<file path="src/rtl/ado_spike_ctrl_if.sv">
// Sample stream and spike-event handshake for ado_spike_ctrl.
// master: sample producer / event consumer side; slave: the controller.
interface ado_spike_ctrl_if;
    logic signed [15:0] sample_in;
    logic               sample_valid;
    logic               spike_valid;
    logic               spike_ready;

    modport master (
        output sample_in,
        output sample_valid,
        output spike_ready,
        input  spike_valid
    );

    modport slave (
        input  sample_in,
        input  sample_valid,
        input  spike_ready,
        output spike_valid
    );
endinterface

</file>
<file path="src/rtl/ado_spike_ctrl.sv">
// ado_spike_ctrl: amplitude-difference-operator spike detector.
// ado = |x[n] - x[n-3]|, saturated to 32767. A training phase averages
// 2^TRAIN_LOG2 qualified ado values and scales the mean by 2^THR_SHIFT to
// form the threshold; operation then flags every qualified sample whose ado
// strictly exceeds the threshold as a valid/ready spike event.
// Optional feature: define ADO_REFRACTORY_EN to make each detection enter a
// refractory period of REFRACT_LEN valid samples during which nothing detects.
module ado_spike_ctrl #(
    parameter int unsigned TRAIN_LOG2  = 8,
    parameter int unsigned THR_SHIFT   = 3,
    parameter int unsigned REFRACT_LEN = 16
) (
    input  logic               clk,
    input  logic               rst,
    ado_spike_ctrl_if.slave    bus,
    input  logic               start,
    input  logic               override_en,
    input  logic signed [15:0] thr_override,
    output logic signed [15:0] threshold_out,
    output logic               spike_drop,
    output logic [1:0]         state_out,
    output logic [15:0]        event_count
);

    typedef enum logic [1:0] {
        IDLE    = 2'd0,
        TRAIN   = 2'd1,
        OPERATE = 2'd2,
        REFRACT = 2'd3
    } state_t;

    localparam int unsigned ACC_W = 16 + TRAIN_LOG2;
    localparam int unsigned CNT_W = TRAIN_LOG2 + 1;
    localparam int unsigned RC_W  = $clog2(REFRACT_LEN + 1);
    localparam int unsigned SC_W  = 16 + THR_SHIFT;

    localparam logic signed [15:0] THR_DEFAULT  = 16'sd500;
    localparam logic signed [15:0] ADO_MAX      = 16'sd32767;
    localparam logic [CNT_W-1:0]   TRAIN_LAST   = CNT_W'((1 << TRAIN_LOG2) - 1);
    localparam logic [RC_W-1:0]    REFRACT_LAST = RC_W'(REFRACT_LEN - 1);

`ifdef ADO_REFRACTORY_EN
    localparam logic REFRACT_ON = 1'b1;
`else
    localparam logic REFRACT_ON = 1'b0;
`endif

    state_t             state, state_nxt;
    logic signed [15:0] dly [3];
    logic [1:0]         prime_cnt;
    logic [ACC_W-1:0]   acc;
    logic [CNT_W-1:0]   train_cnt;
    logic [RC_W-1:0]    refract_cnt;
    logic signed [15:0] thr_trained;
    logic               spike_valid_q;

    logic [16:0]        diff, mag;
    logic signed [15:0] ado;
    logic [ACC_W-1:0]   acc_sum;
    logic [15:0]        mean;
    logic [SC_W-1:0]    scaled;
    logic signed [15:0] trained;
    logic               qualified, accept, detect, train_last;

    // The incoming sample is the newest tap; the three stored taps complete
    // the 4-deep line, so dly[2] is x[n-3].
    assign qualified = bus.sample_valid && (prime_cnt == 2'd3);
    assign accept    = spike_valid_q && bus.spike_ready;

    assign bus.spike_valid = spike_valid_q;
    assign state_out       = state;

    // ado magnitude on 17 bits, trained threshold from the running sum
    always_comb begin
        diff    = {bus.sample_in[15], bus.sample_in} - {dly[2][15], dly[2]};
        mag     = diff[16] ? (~diff + 17'd1) : diff;
        ado     = (mag > 17'd32767) ? ADO_MAX : $signed(mag[15:0]);
        acc_sum = acc + ACC_W'($unsigned(ado));
        mean    = acc_sum[TRAIN_LOG2 +: 16];
        scaled  = SC_W'(mean) << THR_SHIFT;
        trained = (scaled > SC_W'(32767)) ? ADO_MAX : $signed(scaled[15:0]);
    end

    // State register
    always_ff @(posedge clk) begin
        if (rst) state <= IDLE;
        else     state <= state_nxt;
    end

    // Next state plus the detect / training-complete strobes; start overrides all
    always_comb begin
        state_nxt  = state;
        detect     = 1'b0;
        train_last = 1'b0;
        if (start) begin
            state_nxt = TRAIN;
        end else begin
            unique case (state)
                TRAIN: begin
                    if (qualified && train_cnt == TRAIN_LAST) begin
                        train_last = 1'b1;
                        state_nxt  = OPERATE;
                    end
                end
                OPERATE: begin
                    if (qualified && ado > threshold_out) begin
                        detect = 1'b1;
                        if (REFRACT_ON) state_nxt = REFRACT;
                    end
                end
                REFRACT: begin
                    if (bus.sample_valid && refract_cnt == REFRACT_LAST) state_nxt = OPERATE;
                end
                default: state_nxt = state;
            endcase
        end
    end

    // Delay line, priming, training accumulator and refractory counter
    always_ff @(posedge clk) begin
        if (rst) begin
            dly         <= '{default: '0};
            prime_cnt   <= '0;
            acc         <= '0;
            train_cnt   <= '0;
            refract_cnt <= '0;
        end else begin
            if (bus.sample_valid) begin
                dly[2] <= dly[1];
                dly[1] <= dly[0];
                dly[0] <= bus.sample_in;
            end
            if (start)                                      prime_cnt <= '0;
            else if (bus.sample_valid && prime_cnt != 2'd3) prime_cnt <= prime_cnt + 2'd1;
            if (start) begin
                acc       <= '0;
                train_cnt <= '0;
            end else if (state == TRAIN && qualified) begin
                acc       <= acc_sum;
                train_cnt <= train_cnt + 1'b1;
            end
            if (state != REFRACT)       refract_cnt <= '0;
            else if (bus.sample_valid)  refract_cnt <= refract_cnt + 1'b1;
        end
    end

    // Threshold in force: default in IDLE, held in TRAIN, override-or-trained after
    always_ff @(posedge clk) begin
        if (rst) begin
            thr_trained   <= THR_DEFAULT;
            threshold_out <= THR_DEFAULT;
        end else if (train_last) begin
            thr_trained   <= trained;
            threshold_out <= trained;
        end else begin
            unique case (state)
                IDLE:             threshold_out <= THR_DEFAULT;
                OPERATE, REFRACT: threshold_out <= override_en ? thr_override : thr_trained;
                default:          threshold_out <= threshold_out;
            endcase
        end
    end

    // Event handshake: a new detection re-arms spike_valid even when the
    // pending event is accepted in the same cycle
    always_ff @(posedge clk) begin
        if (rst) begin
            spike_valid_q <= 1'b0;
            spike_drop    <= 1'b0;
            event_count   <= '0;
        end else begin
            if (detect)      spike_valid_q <= 1'b1;
            else if (accept) spike_valid_q <= 1'b0;
            if (accept) event_count <= event_count + 16'd1;
            if (start)                                             spike_drop <= 1'b0;
            else if (detect && spike_valid_q && !bus.spike_ready)  spike_drop <= 1'b1;
        end
    end

endmodule

</file>
<file path="src/flat_wrapper.sv">
// flat-port wrapper written by rule: the top's interface ports become plain ports
module ado_spike_ctrl_flat 
#(
    parameter int unsigned TRAIN_LOG2  = 8,
    parameter int unsigned THR_SHIFT   = 3,
    parameter int unsigned REFRACT_LEN = 16
)
  (clk, rst, start, override_en, thr_override, threshold_out, spike_drop, state_out, event_count, bus_sample_in, bus_sample_valid, bus_spike_ready, bus_spike_valid);
  ado_spike_ctrl_if bus_i ();
  input  logic clk;
  input  logic rst;
  input  logic start;
  input  logic override_en;
  input  logic signed [15:0] thr_override;
  output logic signed [15:0] threshold_out;
  output logic spike_drop;
  output logic [1:0] state_out;
  output logic [15:0] event_count;
  input wire logic [$bits(bus_i.sample_in)-1:0] bus_sample_in;
  input wire logic [$bits(bus_i.sample_valid)-1:0] bus_sample_valid;
  input wire logic [$bits(bus_i.spike_ready)-1:0] bus_spike_ready;
  output wire logic [$bits(bus_i.spike_valid)-1:0] bus_spike_valid;
  assign bus_i.sample_in = bus_sample_in;
  assign bus_i.sample_valid = bus_sample_valid;
  assign bus_i.spike_ready = bus_spike_ready;
  assign bus_spike_valid = bus_i.spike_valid;
  ado_spike_ctrl #(.TRAIN_LOG2(TRAIN_LOG2), .THR_SHIFT(THR_SHIFT), .REFRACT_LEN(REFRACT_LEN)) u_core (.clk(clk), .rst(rst), .bus(bus_i), .start(start), .override_en(override_en), .thr_override(thr_override), .threshold_out(threshold_out), .spike_drop(spike_drop), .state_out(state_out), .event_count(event_count));
endmodule
</file>
<file path="config.mk">
export PLATFORM = sky130hd
export DESIGN_NAME = ado_spike_ctrl_flat
export DESIGN_NICKNAME = d
export VERILOG_FILES = /design/src/rtl/ado_spike_ctrl_if.sv /design/src/rtl/ado_spike_ctrl.sv /design/src/flat_wrapper.sv
export SDC_FILE = /design/constraint.sdc
export NUM_CORES = 1
export LEC_CHECK = 0
export ABC_AREA = 0
export CAP_MARGIN = 20
export CORE_AREA = 2 2 159 99
export CTS_CLUSTER_DIAMETER = 40
export DETAILED_ROUTE_END_ITERATION = 16
export DIE_AREA = 0 0 161 101
export PLACE_DENSITY = 0.77
export SYNTH_ARGS = -nofsm -noshare
export SYNTH_HDL_FRONTEND = slang
export SYNTH_SLANG_ARGS = --single-unit
export TNS_END_PERCENT = 10
</file>
<file path="constraint.sdc">
create_clock -name clk -period 9.7 [get_ports clk]
set_clock_uncertainty 0.05 [all_clocks]
set_input_delay 1.94 -clock clk [delete_from_list [all_inputs] [get_ports clk]]
set_output_delay 1.94 -clock clk [all_outputs]
set_load 0.005 [all_outputs]
</file>
==> metrics, run 1 <==
fmax=~0.11 GHz; FF-to-FF path depth=21; peak supply drop=~0.086 mV; Initial Utilization=0.5466; gr ovfl total=0; detailed placer's ending HPWL=14.48 mm; power density over the cells=156.2 nW/um^2; Crit Path Class=input port to register; WL/cell=16.19 um; number of enable flip-flop cells after synthesis=0; cts bufs inserted=17; Fillers=1301; Netlist Area Pre-Place=8138 sq um; antenna cells=0; top cells by area, synth=dfxtp_1 34%, ha_1 8.8%, mux2i_1 6.9%, nor2_1 6.0%, nand2_1 4.8%; CTS Hold Bufs=0; Syn Area/Cell=roughly 8.3 sq um; largest net degree at the start of global routing=between 60 and 70; WL final=20.22 mm; asr flop ratio synth=0; Clock Pin Slew Worst Setup and Hold Paths=about 0.060 ns; count of clock tree sinks=between 100 and 150; Initial DRC Count=799; CP required=9.91 ns; Yosys reg bits=139; CTS tree=built; Chip Height=101 um; cell chain of the critical path=clkdlybuf4s50_1, inv_1, ha_1, fa_1, nor2b_1, o221ai_1, a221oi_1, xnor2_1, nand3b_1, or4_4, o41a_1, mux2i_4, buf_4, nand2_2, ha_1, nand4_1, or2_0, nor4_1, nor2_1, a221oi_1, nand3_1, a21oi_1, o21ai_0; fin. max-slew vios=0; Post-CTS Setup Bufs=0; crit path capture type=register; outcome=complete, no violations; num ports=74; Final #Nets=1130; Final GP Congestion=between 0.9 and 1; Synth top area share=0.3419; Row Count=35; crit path time final=a little under 9 ns; DIE AREA=16260 sq um; post-cts sizing count=0; Vias/cell=5.762; vias in the first global route=roughly 6500; vias=7197; Final Hold Viols=0; final worst path period share=0.9011; worst hold path depth=2; Core Util, Final=0.6420; chip width=161 um; htree depth=4; Startpoint Class=input port; post-route DRC violation count=0; measured slew at the worst slew-check pin=0.9955 ns; DRT antenna net count=0; layout cell share with drive strength beyond 1=0.06788; DRT Pass-1 Iters=5; Yosys Warn Count=0; Worst Path Arrival=8.95 ns; Static Leak=3.840 nW; Final setup violation count=0; CP peak stage delay=~0.65 ns; Max clock buf depth=2; Clk Latency, worst-skew pair=0.43 ns; Core Region=around 15000 sq um; RSZ-0062 raised after global routing=no; Setup TNS Final=0 ns; first-pass GRT wire length=32.94 mm; synth unique cells=72; maxcap violations=0; Worst Path Max Fanout=15; sequential area share after synthesis=0.3419; cells after synthesis=982; most common cell in the netlist=dfxtp_1; antenna violations before repair=0; highest-delay cell along the critical path=a21oi_1; root buffer cell=clkbuf_16; Area growth syn-to-layout=17.47%; PortBufs=73; leading area contributor after synthesis=dfxtp_1; Slew headroom=0.3345; gr usage total=0.2529; Main synth FF type=dfxtp_1; worst min-delay path class=register to register; Power, Total=about 1.5 mW; Commonest cells post-synth=139 x dfxtp_1, 130 x nor2_1, 103 x nand2_1, 57 x a21oi_1, 57 x ha_1
-- power by group --
group	switching [mW]	total, mW	internal [mW]
Combinational	0.157	0.265	0.108
Clock	0.281	0.642	0.362
Sequential	0.00504	0.585	0.580
Total	0.443	1.49	1.05
-- layout make-up --
cell class	instances	area (sq um)	share of cell area
timing repair buffer	80	773.2	0.08089
clock inverter	15	152.6	0.01597
clock buffer	17	425.4	0.04450
inverter	41	153.9	0.01610
multi-input combinational	754	5017	0.5249
tap	203	254.0	0.02657
sequential	139	2783	0.2911
-- layout by cell type, fill, tap and decap left out, types with 13 or more instances in the layout --
cell type        netlist  routed
a21oi_1               57      57
o21ai_0               40      40
mux2i_1               56      56
dfxtp_1              139     139
xor2_1                40      40
nor2_1               130     130
nand4_1               15      15
nand3_1               19      19
ha_1                  57      57
nand2_1              103     103
a21o_1                15      15
inv_1                 41      41
xnor2_1               27      27
nor2b_1               13      13
clkdlybuf4s50_1        0      71
clkbuf_16              0      17
-- kinds of logic after synthesis --
family	Yosys count	synth area share
AOI/OAI and AO/OA	203	0.1648
xor gates and xnor gates	67	0.07211
adders and majority gates	59	0.09256
buffers and inverters	90	0.04259
DFF	139	0.3419
muxes	65	0.08272
other	1	0.0004608
and+or+nand+nor	358	0.2028
-- flip-flops by register name, summed over array words and instances (netlist names) --
register                flops
u_core.thr_trained         15
u_core.bus.spike_valid      1
u_core.refract_cnt          5
u_core.dly                 48
u_core.train_cnt            9
u_core.spike_drop           1
u_core.acc                 24
u_core.event_count         16
u_core.threshold_out       16
u_core.prime_cnt            2
u_core.state_out            2
-- per-stage QoR --
stage,cell area (sq um),hold slack (ns),instances,worst slack (ns)
after floorplan,8142,0.3649,983,2.020
after global placement,8981,0.3776,1217,0.8998
after detailed placement,8981,0.3936,1217,0.6906
after CTS,9559,0.4065,1249,1.038
after global routing,9559,0.4146,1249,0.4422
final,9559,0.4090,1249,0.9594
-- critical path: cells and delay by family --
family | cells | cell delay (ns)
AOI/OAI and AO/OA | 6 | 2.28
xor gates and xnor gates | 1 | 0.25
adders and majority gates | 3 | 1.09
buffers and inverters | 3 | 0.78
muxes | 1 | 0.15
and+or+nand+nor | 9 | 2.46
-- routing by layer --
metal / track usage / vias up / routed length [um]
met5: 0 / - / 0
met4: 0.06799 / 0 / 283
met3: 0.05677 / 26 / 1870
met2: 0.3516 / 335 / 7897
met1: 0.3869 / 3275 / 10170
li1: - / 3561 / -
-- worst paths after layout --
path                                         endpoint  slack (ns)             startpoint
worst max register to register  u_core.thr_trained[8]        2.71          u_core.dly[0]
worst min register to register  u_core.thr_trained[6]        0.41  u_core.thr_trained[6]
worst min-delay path            u_core.thr_trained[6]        0.41  u_core.thr_trained[6]
worst max-delay path            u_core.thr_trained[8]        0.96       bus_sample_in[0]
(Power assumes the default switching activity.)
==> inputs of run 2 (changes only) <==
PLACE_DENSITY = 0.74   (was 0.77)
==> run 2 against run 1 <==
Against the previous run:
- cell area rose by 0.41%
- largest power group unchanged
- sequential share of layout area fell by 0.12 points
- critical path depth did not move
- final cell count barely moved
==> metrics, run 2 (synthesized netlist as in run 1, its figures left out) <==
outcome=complete, no violations (unchanged); Final GP Congestion=0.9435 (was 0.9274); final worst path period share=0.9099 (was 0.9011); Row Count=35 (unchanged); measured slew at the worst slew-check pin=0.9602 ns (was 0.9955 ns); Top reg by flops=u_core.dly (unchanged); first-pass GRT wire length=32.84 mm (was 32.94 mm); biggest regs=u_core.dly (48), u_core.acc (24) (unchanged); count of clock tree sinks=139 (unchanged); Most Crowded Layer GR=met1 (unchanged); num ports=74 (unchanged); vias in the first global route=6467 (was 6485); Slew headroom=0.3590 (was 0.3345); RSZ-0062 raised after global routing=no (unchanged); Final setup violation count=0 (unchanged); pre-CTS setup slack=0.5324 ns (was 0.6906 ns); Clk Latency, worst-skew pair=0.41 ns (was 0.43 ns); WL/cell=16.16 um (was 16.19 um); cts bufs inserted=17 (unchanged); CTS Hold Bufs=0 (unchanged); CP peak stage delay=0.63 ns (was 0.65 ns); worst min-delay path class=register to register (unchanged); htree depth=4 (unchanged); crit path time final=8.826 ns (was 8.741 ns); Core Region=14890 sq um (unchanged); PortBufs=73 (unchanged); Startpoint Class=input port (unchanged); Worst Path Max Fanout=10 (was 15); Final Hold Viols=0 (unchanged); peak supply drop=0.1280 mV (was 0.08627 mV); Vias/cell=5.746 (was 5.762); Static Leak=3.867 nW (was 3.840 nW); fin. max-slew vios=0 (unchanged); post-route setup slack=0.8741 ns (was 0.9594 ns); CTS tree=built (unchanged); WL final=20.17 mm (was 20.22 mm); layout cell share with drive strength beyond 1=0.06699 (was 0.06788); maxcap violations=0 (unchanged); Setup TNS Final=0 ns (unchanged); antenna cells=0 (unchanged); commonest non-fill, non-tap cell in the layout=dfxtp_1 (unchanged); Power, Total=1.537 mW (was 1.493 mW); gr ovfl total=0 (unchanged); DRT antenna net count=0 (unchanged); post-route DRC violation count=0 (unchanged); Fillers=1238 (was 1301); GR Util met3=0.05841 (was 0.05677); highest-delay cell along the critical path=a21oi_1 (unchanged); Crit Path Class=input port to register (unchanged); Initial DRC Count=605 (was 799); crit path capture type=register (unchanged); vias=7171 (was 7197); fmax=0.1133 GHz (was 0.1144 GHz); Worst Path Arrival=9.03 ns (was 8.95 ns); largest net degree at the start of global routing=90 (was 61); antenna violations before repair=1 (was 0); Clock Pin Slew Worst Setup and Hold Paths=0.07 ns (was 0.06 ns); DRT Pass-1 Iters=6 (was 5); detailed placer's ending HPWL=14.57 mm (was 14.48 mm); DIE AREA=16260 sq um (unchanged); chip width=161 um (unchanged); most frequent cells in the layout=139 x dfxtp_1, 130 x nor2_1, 103 x nand2_1 (unchanged); Initial Utilization=0.5466 (unchanged); Chip Height=101 um (unchanged); cell chain of the critical path=clkdlybuf4s50_1, inv_1, ha_1, fa_1, nor2b_1, o221ai_1, a221oi_1, xnor2_1, nand3b_1, or4_4, o41a_1, mux2i_4, buf_4, nand2_2, ha_1, nand4_1, or2_0, nor4_1, nor2_1, a221oi_1, nand3_1, a21oi_1, o21ai_0 (unchanged); root buffer cell=clkbuf_16 (unchanged); post-cts sizing count=0 (unchanged); routing usage on met1=0.3931 (was 0.3869); Area growth syn-to-layout=17.94% (was 17.47%); CP required=9.90 ns (was 9.91 ns); met2 usage=0.3463 (was 0.3516); gr usage total=0.2514 (was 0.2529); Post-CTS Setup Bufs=0 (unchanged); Max clock buf depth=2 (unchanged); power density over the cells=160.2 nW/um^2 (was 156.2 nW/um^2); max reg flops=48 (unchanged); Final #Nets=1129 (was 1130); flop-to-flop setup slack=2.63 ns (was 2.71 ns)
## run 2: path summary, 6_finish.rpt
check                                            from               endpoint  cells past startpoint
worst max-delay path                 bus_sample_in[0]  u_core.thr_trained[7]                     23
worst min-delay path            u_core.thr_trained[6]  u_core.thr_trained[6]                      2
worst max register to register          u_core.dly[0]  u_core.thr_trained[7]                     21
worst min register to register  u_core.thr_trained[6]  u_core.thr_trained[6]                      2
## run 2: power breakdown
group	internal (mW)	switching, mW	total [mW]	leakage [nW]
sequential	0.580	0.00603	0.586	1.13
clock	0.397	0.292	0.689	0.309
combinational	0.108	0.155	0.262	2.43
## run 2: routing by layer
layer  vias up  share of wire  wire length [um]
met2       268           0.39              7788
li1       3553              -                 -
met3        18          0.082              1660
met4         2         0.0069               139
met1      3330           0.52             10570
met5         -        0.00035                 7
## run 2: cell type report
type | instances | area (sq um) | share of cell area
clock buffer | 17 | 425.4 | 0.04432
clock inverter | 15 | 198.9 | 0.02073
inverter | 41 | 153.9 | 0.01603
multi-input combinational | 754 | 5017 | 0.5227
sequential | 139 | 2783 | 0.2899
tap | 203 | 254.0 | 0.02646
timing repair buffer | 79 | 765.7 | 0.07978
## run 2: through the flow
| stage | utilization | hold WS [ns] | std cells | area, sq um |
|---|---|---|---|---|
| after global routing | 0.6446 | 0.4099 | 1248 | 9598 |
| after CTS | 0.6446 | 0.3931 | 1248 | 9598 |
| after floorplan | - | 0.3649 | 983 | 8142 |
| after global placement | 0.6027 | 0.3763 | 1216 | 8974 |
| final | 0.6446 | 0.3969 | 1248 | 9598 |
| after detailed placement | 0.6027 | 0.3834 | 1216 | 8974 |
## run 2: worst max-delay path: cells and delay by family
family | cells | cell delay (ns)
and+or+nand+nor | 9 | 2.43
AOI/OAI and AO/OA | 6 | 2.22
buffers and inverters | 3 | 0.78
xor gates and xnor gates | 1 | 0.26
adders and majority gates | 3 | 1.07
muxes | 1 | 0.32
